`config.mk`:
```
export PLATFORM = sky130hd
export DESIGN_NAME = fetch_unit_flat
export DESIGN_NICKNAME = d
export VERILOG_FILES = /design/src/rtl/fetch_unit_if.sv /design/src/rtl/fetch_unit.sv /design/src/flat_wrapper.sv
export SDC_FILE = /design/constraint.sdc
export NUM_CORES = 1
export LEC_CHECK = 0
export ABC_AREA = 1
export CORE_MARGIN = 3
export CORE_UTILIZATION = 47
export DETAILED_ROUTE_END_ITERATION = 8
export GPL_ROUTABILITY_DRIVEN = 0
export MAX_ROUTING_LAYER = met4
export PLACE_DENSITY = 0.72
export SETUP_SLACK_MARGIN = 0.15
export SYNTH_ARGS = -nofsm -noshare
export SYNTH_HDL_FRONTEND = slang
export SYNTH_SLANG_ARGS = --single-unit
```
`constraint.sdc`:
```
create_clock -name clk -period 1.6 [get_ports clk]
set_input_delay 0.16 -clock clk [delete_from_list [all_inputs] [get_ports clk]]
set_output_delay 0.16 -clock clk [all_outputs]
set_load 0.02 [all_outputs]
```
`src/rtl/fetch_unit_if.sv`:
```
// Instruction-memory request/response bus between fetch_unit (master) and imem (slave).
interface fetch_unit_if;
    logic        imem_req_valid;
    logic [31:0] imem_req_addr;
    logic        imem_req_ready;
    logic        imem_resp_valid;
    logic [31:0] imem_resp_data;

    modport master (
        output imem_req_valid, imem_req_addr,
        input  imem_req_ready, imem_resp_valid, imem_resp_data
    );

    modport slave (
        input  imem_req_valid, imem_req_addr,
        output imem_req_ready, imem_resp_valid, imem_resp_data
    );
endinterface

```
`src/rtl/fetch_unit.sv`:
```
// Instruction fetch stage: PC, single-outstanding imem request FSM and IF/ID register.
// Optional stall counter output enabled by defining FETCH_STALL_CNT_EN.
module fetch_unit #(
    parameter logic [31:0] RESET_PC = 32'h0000_0000
) (
    input  logic                clk,
    input  logic                rst_n,
    input  logic                pc_write,
    input  logic                if_id_write,
    input  logic                redirect_valid,
    input  logic [31:0]         redirect_pc,
    fetch_unit_if.master        imem,
    output logic                if_id_valid,
    output logic [31:0]         if_id_pc,
    output logic [31:0]         if_id_instr
`ifdef FETCH_STALL_CNT_EN
    ,
    output logic [31:0]         stall_cycles
`endif
);

    typedef enum logic [1:0] {
        ST_FETCH   = 2'd0,
        ST_WAIT    = 2'd1,
        ST_HOLD    = 2'd2,
        ST_DISCARD = 2'd3
    } state_t;

    state_t      state, state_d;
    logic [31:0] pc, pc_d;
    logic [31:0] req_pc, req_pc_d;
    logic [31:0] buf_pc, buf_pc_d;
    logic [31:0] buf_instr, buf_instr_d;
    logic        id_valid_d;
    logic [31:0] id_pc_d, id_instr_d;
    logic        req_fire;

    assign imem.imem_req_valid = (state == ST_FETCH) && pc_write && !redirect_valid;
    assign imem.imem_req_addr  = pc;
    assign req_fire            = imem.imem_req_valid && imem.imem_req_ready;

    always_comb begin
        state_d     = state;
        pc_d        = pc;
        req_pc_d    = req_pc;
        buf_pc_d    = buf_pc;
        buf_instr_d = buf_instr;
        id_valid_d  = if_id_valid;
        id_pc_d     = if_id_pc;
        id_instr_d  = if_id_instr;

        if (redirect_valid) begin
            // Redirect wins regardless of stall inputs; an in-flight request must still drain.
            pc_d       = {redirect_pc[31:2], 2'b00};
            id_valid_d = 1'b0;
            if ((state == ST_WAIT && !imem.imem_resp_valid) || state == ST_DISCARD)
                state_d = ST_DISCARD;
            else
                state_d = ST_FETCH;
        end else begin
            if (if_id_write)
                id_valid_d = 1'b0;
            unique case (state)
                ST_FETCH: begin
                    if (req_fire) begin
                        req_pc_d = pc;
                        pc_d     = pc + 32'd4;
                        state_d  = ST_WAIT;
                    end
                end
                ST_WAIT: begin
                    if (imem.imem_resp_valid) begin
                        if (if_id_write) begin
                            id_valid_d = 1'b1;
                            id_pc_d    = req_pc;
                            id_instr_d = imem.imem_resp_data;
                            state_d    = ST_FETCH;
                        end else begin
                            buf_pc_d    = req_pc;
                            buf_instr_d = imem.imem_resp_data;
                            state_d     = ST_HOLD;
                        end
                    end
                end
                ST_HOLD: begin
                    if (if_id_write) begin
                        id_valid_d = 1'b1;
                        id_pc_d    = buf_pc;
                        id_instr_d = buf_instr;
                        state_d    = ST_FETCH;
                    end
                end
                ST_DISCARD: begin
                    if (imem.imem_resp_valid)
                        state_d = ST_FETCH;
                end
                default: state_d = ST_FETCH;
            endcase
        end
    end

    always_ff @(posedge clk or negedge rst_n) begin
        if (!rst_n) begin
            state       <= ST_FETCH;
            pc          <= RESET_PC;
            req_pc      <= '0;
            buf_pc      <= '0;
            buf_instr   <= '0;
            if_id_valid <= 1'b0;
            if_id_pc    <= '0;
            if_id_instr <= '0;
        end else begin
            state       <= state_d;
            pc          <= pc_d;
            req_pc      <= req_pc_d;
            buf_pc      <= buf_pc_d;
            buf_instr   <= buf_instr_d;
            if_id_valid <= id_valid_d;
            if_id_pc    <= id_pc_d;
            if_id_instr <= id_instr_d;
        end
    end

`ifdef FETCH_STALL_CNT_EN
    always_ff @(posedge clk or negedge rst_n) begin
        if (!rst_n)
            stall_cycles <= '0;
        else if (!pc_write && stall_cycles != '1)
            stall_cycles <= stall_cycles + 32'd1;
    end
`endif

endmodule
```
`src/flat_wrapper.sv`:
```
// flat-port wrapper written by rule: the top's interface ports become plain ports
module fetch_unit_flat 
#(
    parameter logic [31:0] RESET_PC = 32'h0000_0000
)
  (clk, rst_n, pc_write, if_id_write, redirect_valid, redirect_pc, if_id_valid, if_id_pc, if_id_instr, imem_imem_req_valid, imem_imem_req_addr, imem_imem_req_ready, imem_imem_resp_valid, imem_imem_resp_data);
  fetch_unit_if imem_i ();
  input  logic clk;
  input  logic rst_n;
  input  logic pc_write;
  input  logic if_id_write;
  input  logic redirect_valid;
  input  logic [31:0] redirect_pc;
  output logic if_id_valid;
  output logic [31:0] if_id_pc;
  output logic [31:0] if_id_instr;
  output wire logic [$bits(imem_i.imem_req_valid)-1:0] imem_imem_req_valid;
  output wire logic [$bits(imem_i.imem_req_addr)-1:0] imem_imem_req_addr;
  input wire logic [$bits(imem_i.imem_req_ready)-1:0] imem_imem_req_ready;
  input wire logic [$bits(imem_i.imem_resp_valid)-1:0] imem_imem_resp_valid;
  input wire logic [$bits(imem_i.imem_resp_data)-1:0] imem_imem_resp_data;
  assign imem_imem_req_valid = imem_i.imem_req_valid;
  assign imem_imem_req_addr = imem_i.imem_req_addr;
  assign imem_i.imem_req_ready = imem_imem_req_ready;
  assign imem_i.imem_resp_valid = imem_imem_resp_valid;
  assign imem_i.imem_resp_data = imem_imem_resp_data;
  fetch_unit #(.RESET_PC(RESET_PC)) u_core (.clk(clk), .rst_n(rst_n), .pc_write(pc_write), .if_id_write(if_id_write), .redirect_valid(redirect_valid), .redirect_pc(redirect_pc), .imem(imem_i), .if_id_valid(if_id_valid), .if_id_pc(if_id_pc), .if_id_instr(if_id_instr));
endmodule
```
==> flow_metrics.tcl, run 1 <==
set metrics [dict create \
    outcome "finished with violations" \
    violations "negative setup slack" \
    min_period_ps 1870 \
    place_area_mm2 0.0112 \
    cts-htree-levels 4 \
    final_nets 1466 \
    netlist_area_mm2 0.00888 \
    setup_viol_count_final 185 \
    cts_made_buffers 17 \
    drc 0 \
    wl_um 29900 \
    die_h_um 143 \
    endpoint_kind "flop" \
    yosysMostFrequentCell "nand2_1" \
    timing.final.ws_setup_ps -266 \
    pin_count 169 \
    clk_pin_slew_worst_paths_ps 70 \
    ys_warn_count 0 \
    criticalPathCategory "reg -> reg" \
    cts-root-buf "clkbuf_16" \
    synth_area_leader_cell "dfrtp_1" \
    routedWlPerCell_um 18.3 \
    placed_cells 1535 \
    grt_pass1_wl_um 41200 \
    fin_crit_sh_pct 117 \
    worstSetupStartpointType "flop" \
    synth_common_cells "286 x nand2_1, 192 x o21ai_0, 187 x dfrtp_1, 176 x inv_1, 92 x nor2_1" \
    synth-seq-cells 187 \
    drt_iter0_drc 468 \
    post-route-cell-area_mm2 0.0142 \
    diodes 0 \
    maxSlewViolCount 0 \
    via_per_inst 5.42 \
    core_mm2 0.0183 \
    cts_buffer_depth 2 \
    n_fill_cell 1161 \
    synth.distinct_cells 27 \
    synth-edff-count 0 \
    die_area_mm2 0.0206 \
    detail-route-antenna-nets 0 \
    synthCells 1138 \
    synth_area_leaders "dfrtp_1 53%, nand2_1 12%, o21ai_0 11%" \
    clock-sinks 187 \
    synth_seq_area_share_pct 52.7 \
    drtPass1Iterations 5 \
    holdWs_ps 245 \
    grt_antenna_before_repair 0 \
    rsz0062_at_grt "yes" \
    total_power_mw 23.3 \
    area_delta_synth_final_pct 59.4 \
    start_util_pct 48.6 \
    post-dp-hpwl_um 15000 \
    port-buffer-count 162 \
    grt_max_degree 49 \
    leakage_nw 6.61 \
    grt_use_total_pct 25.8 \
    rows 49 \
    cts_tree "done" \
    postSynth.asyncResetShare_pct 100 \
    hold_viol 0 \
    vias 8828 \
    drive_above_1_share_pct 29.8 \
    crit_required_ps 1940 \
    grt_pass1_vias 8093 \
    peakVddDrop_uv 882 \
    max-cap-violations 0 \
    syn_avg_cell_area_um2 7.81 \
    synthFlopType "dfrtp_1" \
    p_per_area_mw_per_mm2 1650 \
    synth_top_area_share_pct 52.7 \
    gr-total-overflow 0 \
    place_ws_ps -244 \
    cp_max_fo 33 \
    skew_ps 9.17 \
    final_cells 1630 \
    cp.arrival_ps 2210 \
    dieWidth_um 143 \
    max_freq_mhz 536 \
    worstHoldPathType "in -> async" \
    worst_skew_pair.late_latency_ps 430 \
]
worst paths after layout:
check,start,end,slack [ps],cells past startpoint
setup / recovery,u_core.state[0],u_core.if_id_pc[5],-270,9
setup reg to reg,u_core.state[0],u_core.if_id_pc[5],-270,9
min in group clk,redirect_pc[5],u_core.imem.imem_req_addr[5],290,3
hold reg to reg,u_core.buf_instr[26],u_core.buf_instr[26],490,2
max in group asynchronous,rst_n,u_core.imem.imem_req_addr[18],730,3
hold / removal,rst_n,u_core.if_id_instr[28],240,2
what timing repair did:
action,in CTS,in global routing
hold buffers,1,0
pin swaps,23,38
resized for setup,307,276
setup buffers,20,12
hold endpoints to repair,40,0
endpoints found under the setup margin,280,205
cloned,20,11
power by group:
group / switching [mW] / leakage, nW / internal [mW]
clock: 1.82 / 0.281 / 2.42
combinational: 5.99 / 4.05 / 4.81
sequential: 1.55 / 2.28 / 6.73
total: 9.36 / 6.61 / 14.0
placed cells by master, fill, tap and decap left out, drive strengths merged, types with 4 or more instances in the layout:
master	synthesis	routed
a21oi	45	45
buf	34	116
clkbuf	26	35
clkdlybuf4s15	0	4
clkdlybuf4s50	0	67
clkinv	0	5
conb	1	4
dfrtp	187	187
dlygate4sd2	0	86
ha	6	6
inv	178	178
nand2	286	286
nand3	48	48
nand3b	4	4
nand4	4	4
nor2	93	93
o211ai	4	4
o21ai	213	213
layout make-up:
cell class / instances / area [µm²] / share of cell area, %
clock inverters: 10 / 115 / 0.813
flip-flops and latches: 187 / 4700 / 33.2
well taps: 229 / 287 / 2.02
inverters: 178 / 683 / 4.82
repair buffers: 289 / 3550 / 25.0
multi-input cells: 716 / 4370 / 30.8
clock buffers: 21 / 470 / 3.32
flip-flops by register name (all words and copies together), names as in the netlist:
register / count
u_core.imem.imem_req_addr: 30
u_core.buf_pc: 30
u_core.buf_instr: 32
u_core.state: 2
u_core.if_id_instr: 32
u_core.if_id_valid: 1
u_core.if_id_pc: 30
u_core.req_pc: 30
logic make-up (layout without fill, tap and decap cells):
logic type                 Yosys count  count (layout)  synth area share, %
DFF                                187             187                 52.7
adders and majority gates            6               6                0.845
and+or+nand+nor                    439             439                 19.9
buffers and inverters              238             498                 11.1
other                                1               4               0.0422
xor gates and xnor gates             3               3                0.296
AOI/OAI and AO/OA                  264             264                 15.1
critical path, cell delays in order (launching register included):
cell	delay (ps)
dfrtp_1	370
inv_2	50
buf_6	110
ha_4	270
inv_4	40
nor4_4	330
buf_12	200
buf_16	190
nand2_1	80
o21ai_1	110
metrics by stage:
step,utilization (%),TNS (ps)
3_3_place_gp,61.4,-17340
5_1_grt,77.5,-39230
6_report,77.5,-26670
3_5_place_dp,61.4,-20020
2_1_floorplan,-,-5570
4_1_cts,71.0,-21220
routing by layer:
metal	part of all wire (%)	routed length, µm	global-route usage [%]
met1	40	11900	34.7
met2	50	15000	40.4
met4	3.2	966	8.62
met3	6.7	2000	4.03
met5	0	0	-
Power figures use the tool's default switching activity.
==> inputs of run 2 (changes only) <==
--- a/config.mk
+++ b/config.mk
@@ -7,11 +7,11 @@
 export LEC_CHECK = 0
 export ABC_AREA = 1
 export CORE_MARGIN = 3
-export CORE_UTILIZATION = 47
+export CORE_UTILIZATION = 57
 export DETAILED_ROUTE_END_ITERATION = 8
 export GPL_ROUTABILITY_DRIVEN = 0
 export MAX_ROUTING_LAYER = met4
-export PLACE_DENSITY = 0.72
+export PLACE_DENSITY = 0.82
 export SETUP_SLACK_MARGIN = 0.15
 export SYNTH_ARGS = -nofsm -noshare
 export SYNTH_HDL_FRONTEND = slang
==> constraint.sdc (replaced) <==
create_clock -name clk -period 2.3 [get_ports clk]
set_input_delay 0.23 -clock clk [delete_from_list [all_inputs] [get_ports clk]]
set_output_delay 0.23 -clock clk [all_outputs]
set_load 0.02 [all_outputs]
==> flow_metrics.tcl, run 2 (synthesis gave the netlist of run 1 again) <==
set metrics [dict create \
    cts_made_buffers 17 \
    crit_chain "inv_1 > ha_1 > inv_1 > nor2_2 > nand3_4 > buf_4 > nand2_1 > o21ai_0" \
    worstHoldPathType "in -> async" \
    cp_max_fo 78 \
    routedWlPerCell_um 14.3 \
    cp.arrival_ps 2270 \
    cts-htree-levels 4 \
    cts-root-buf "clkbuf_16" \
    max_stage_delay_ps 450 \
    endpoint_kind "flop" \
    layout_commonest_cell "nand2_1" \
    diodes 0 \
    port-buffer-count 162 \
    core_mm2 0.0149 \
    leakage_nw 5.26 \
    tightest_slew_ps 696 \
    vias 7814 \
    final_cell_mix "286 x nand2_1, 191 x o21ai_0, 187 x dfrtp_1, 176 x inv_1, 160 x clkdlybuf4s50_1" \
    worstSetupStartpointType "flop" \
    rows 44 \
    via_per_inst 5.29 \
    area_delta_synth_final_pct 26.8 \
    fin_crit_sh_pct 87.3 \
    cts_buffer_depth 2 \
    setup_viol_count_final 0 \
    worst_skew_pair.late_latency_ps 430 \
    n_fill_cell 1104 \
    total_power_mw 13.7 \
    p_per_area_mw_per_mm2 1220 \
    maxSlewViolCount 0 \
    wl_um 21100 \
    detail-route-antenna-nets 0 \
    clock-sinks 187 \
    min_period_ps 2010 \
    cts_tree "done" \
    post-dp-hpwl_um 14000 \
    rsz0062_at_grt "no" \
    die_h_um 131 \
    drtPass1Iterations 7 \
    start_util_pct 59.8 \
    gr-total-overflow 0 \
    criticalPathCategory "reg -> reg" \
    max-cap-violations 0 \
    drt_iter0_drc 660 \
    grt_pass1_vias 7304 \
    top_regs "u_core.buf_instr x32, u_core.if_id_instr x32" \
    drive_above_1_share_pct 4.26 \
    reg2reg_from "u_core.state[1]" \
    crit_top_cell "inv_1" \
    die_area_mm2 0.0171 \
    crit_start "u_core.state[1]" \
    slew_headroom_pct 53.6 \
    crit_required_ps 2560 \
    grt_use_total_pct 25.9 \
    peakVddDrop_uv 717 \
    drc 0 \
    grt_max_degree 127 \
    outcome "finished clean" \
    skew_ps 11.3 \
    grt_antenna_before_repair 0 \
    slowest_stage "dfrtp_1" \
    pin_count 169 \
    dieWidth_um 131 \
    clk_pin_slew_worst_paths_ps 60 \
    grt_pass1_wl_um 34500 \
    hold_viol 0 \
    max_freq_mhz 498 \
    setup_tns_ps 0 \
    final_nets 1356 \
]
## run 2: worst max-delay path: cells and delay by family, from the launching register on
kind	cells	cell delay (ps)
DFF	1	450
buffers and inverters	3	540
and+or+nand+nor	3	490
AOI/OAI and AO/OA	1	110
adders and majority gates	1	220
## run 2: timing repair
action / 4_1_cts / 5_1_grt
endpoints found under the setup margin: 1 / 14
gates cloned: 0 / 1
hold buffers: 1 / 0
gates resized for setup: 2 / 2
buffers inserted: 0 / 1
hold endpoints to repair: 72 / 0
## run 2: worst paths after layout
path / end / slack [ps] / depth (start not counted)
max in group asynchronous: u_core.buf_pc[20] / 1230 / 3
max: u_core.buf_instr[9] / 290 / 8
min in group clk: u_core.buf_instr[1] / 390 / 3
max reg2reg: u_core.buf_instr[9] / 290 / 8
min reg2reg: u_core.buf_instr[8] / 490 / 2
min: u_core.if_id_instr[1] / 390 / 2
## run 2: stage by stage
step / area (µm²) / hold WS (ps) / utilization [%] / std cells / worst slack (ps)
after global placement: 10600 / 300 / 71.5 / 1441 / 332
final: 11300 / 386 / 75.8 / 1476 / 292
after CTS: 11200 / 377 / 75.6 / 1474 / 278
after detailed placement: 10600 / 306 / 71.5 / 1441 / 286
after global routing: 11300 / 397 / 75.8 / 1476 / 158
after floorplan: 8890 / -65.6 / - / 1141 / 587
## run 2: final cells by class
type | instances | area, µm² | share of cell area, %
clock buffers | 20 | 447 | 3.97
clock inverters | 12 | 146 | 1.30
inverters | 178 | 668 | 5.93
multi-input cells | 716 | 3250 | 28.9
flip-flops and latches | 187 | 4680 | 41.6
well taps | 184 | 230 | 2.04
repair buffers | 179 | 1840 | 16.3
## run 2: routing by layer
layer  track usage [%]  wire [µm]  share of wire (%)  up-vias
met5                 -          0                  0        -
met4              8.59        414                2.0        0
met3              4.19       1410                6.7       34
met2              38.9       9790                 46      287
met1              36.4       9490                 45     3648
li1                  -          -                  -     3845
## run 2: power by group
part	switching (mW)	internal [mW]	leakage (nW)	total, mW
clock network	1.21	1.73	0.286	2.95
logic	3.11	2.20	2.68	5.31
registers	0.776	4.67	2.29	5.45
total	5.10	8.61	5.26	13.7
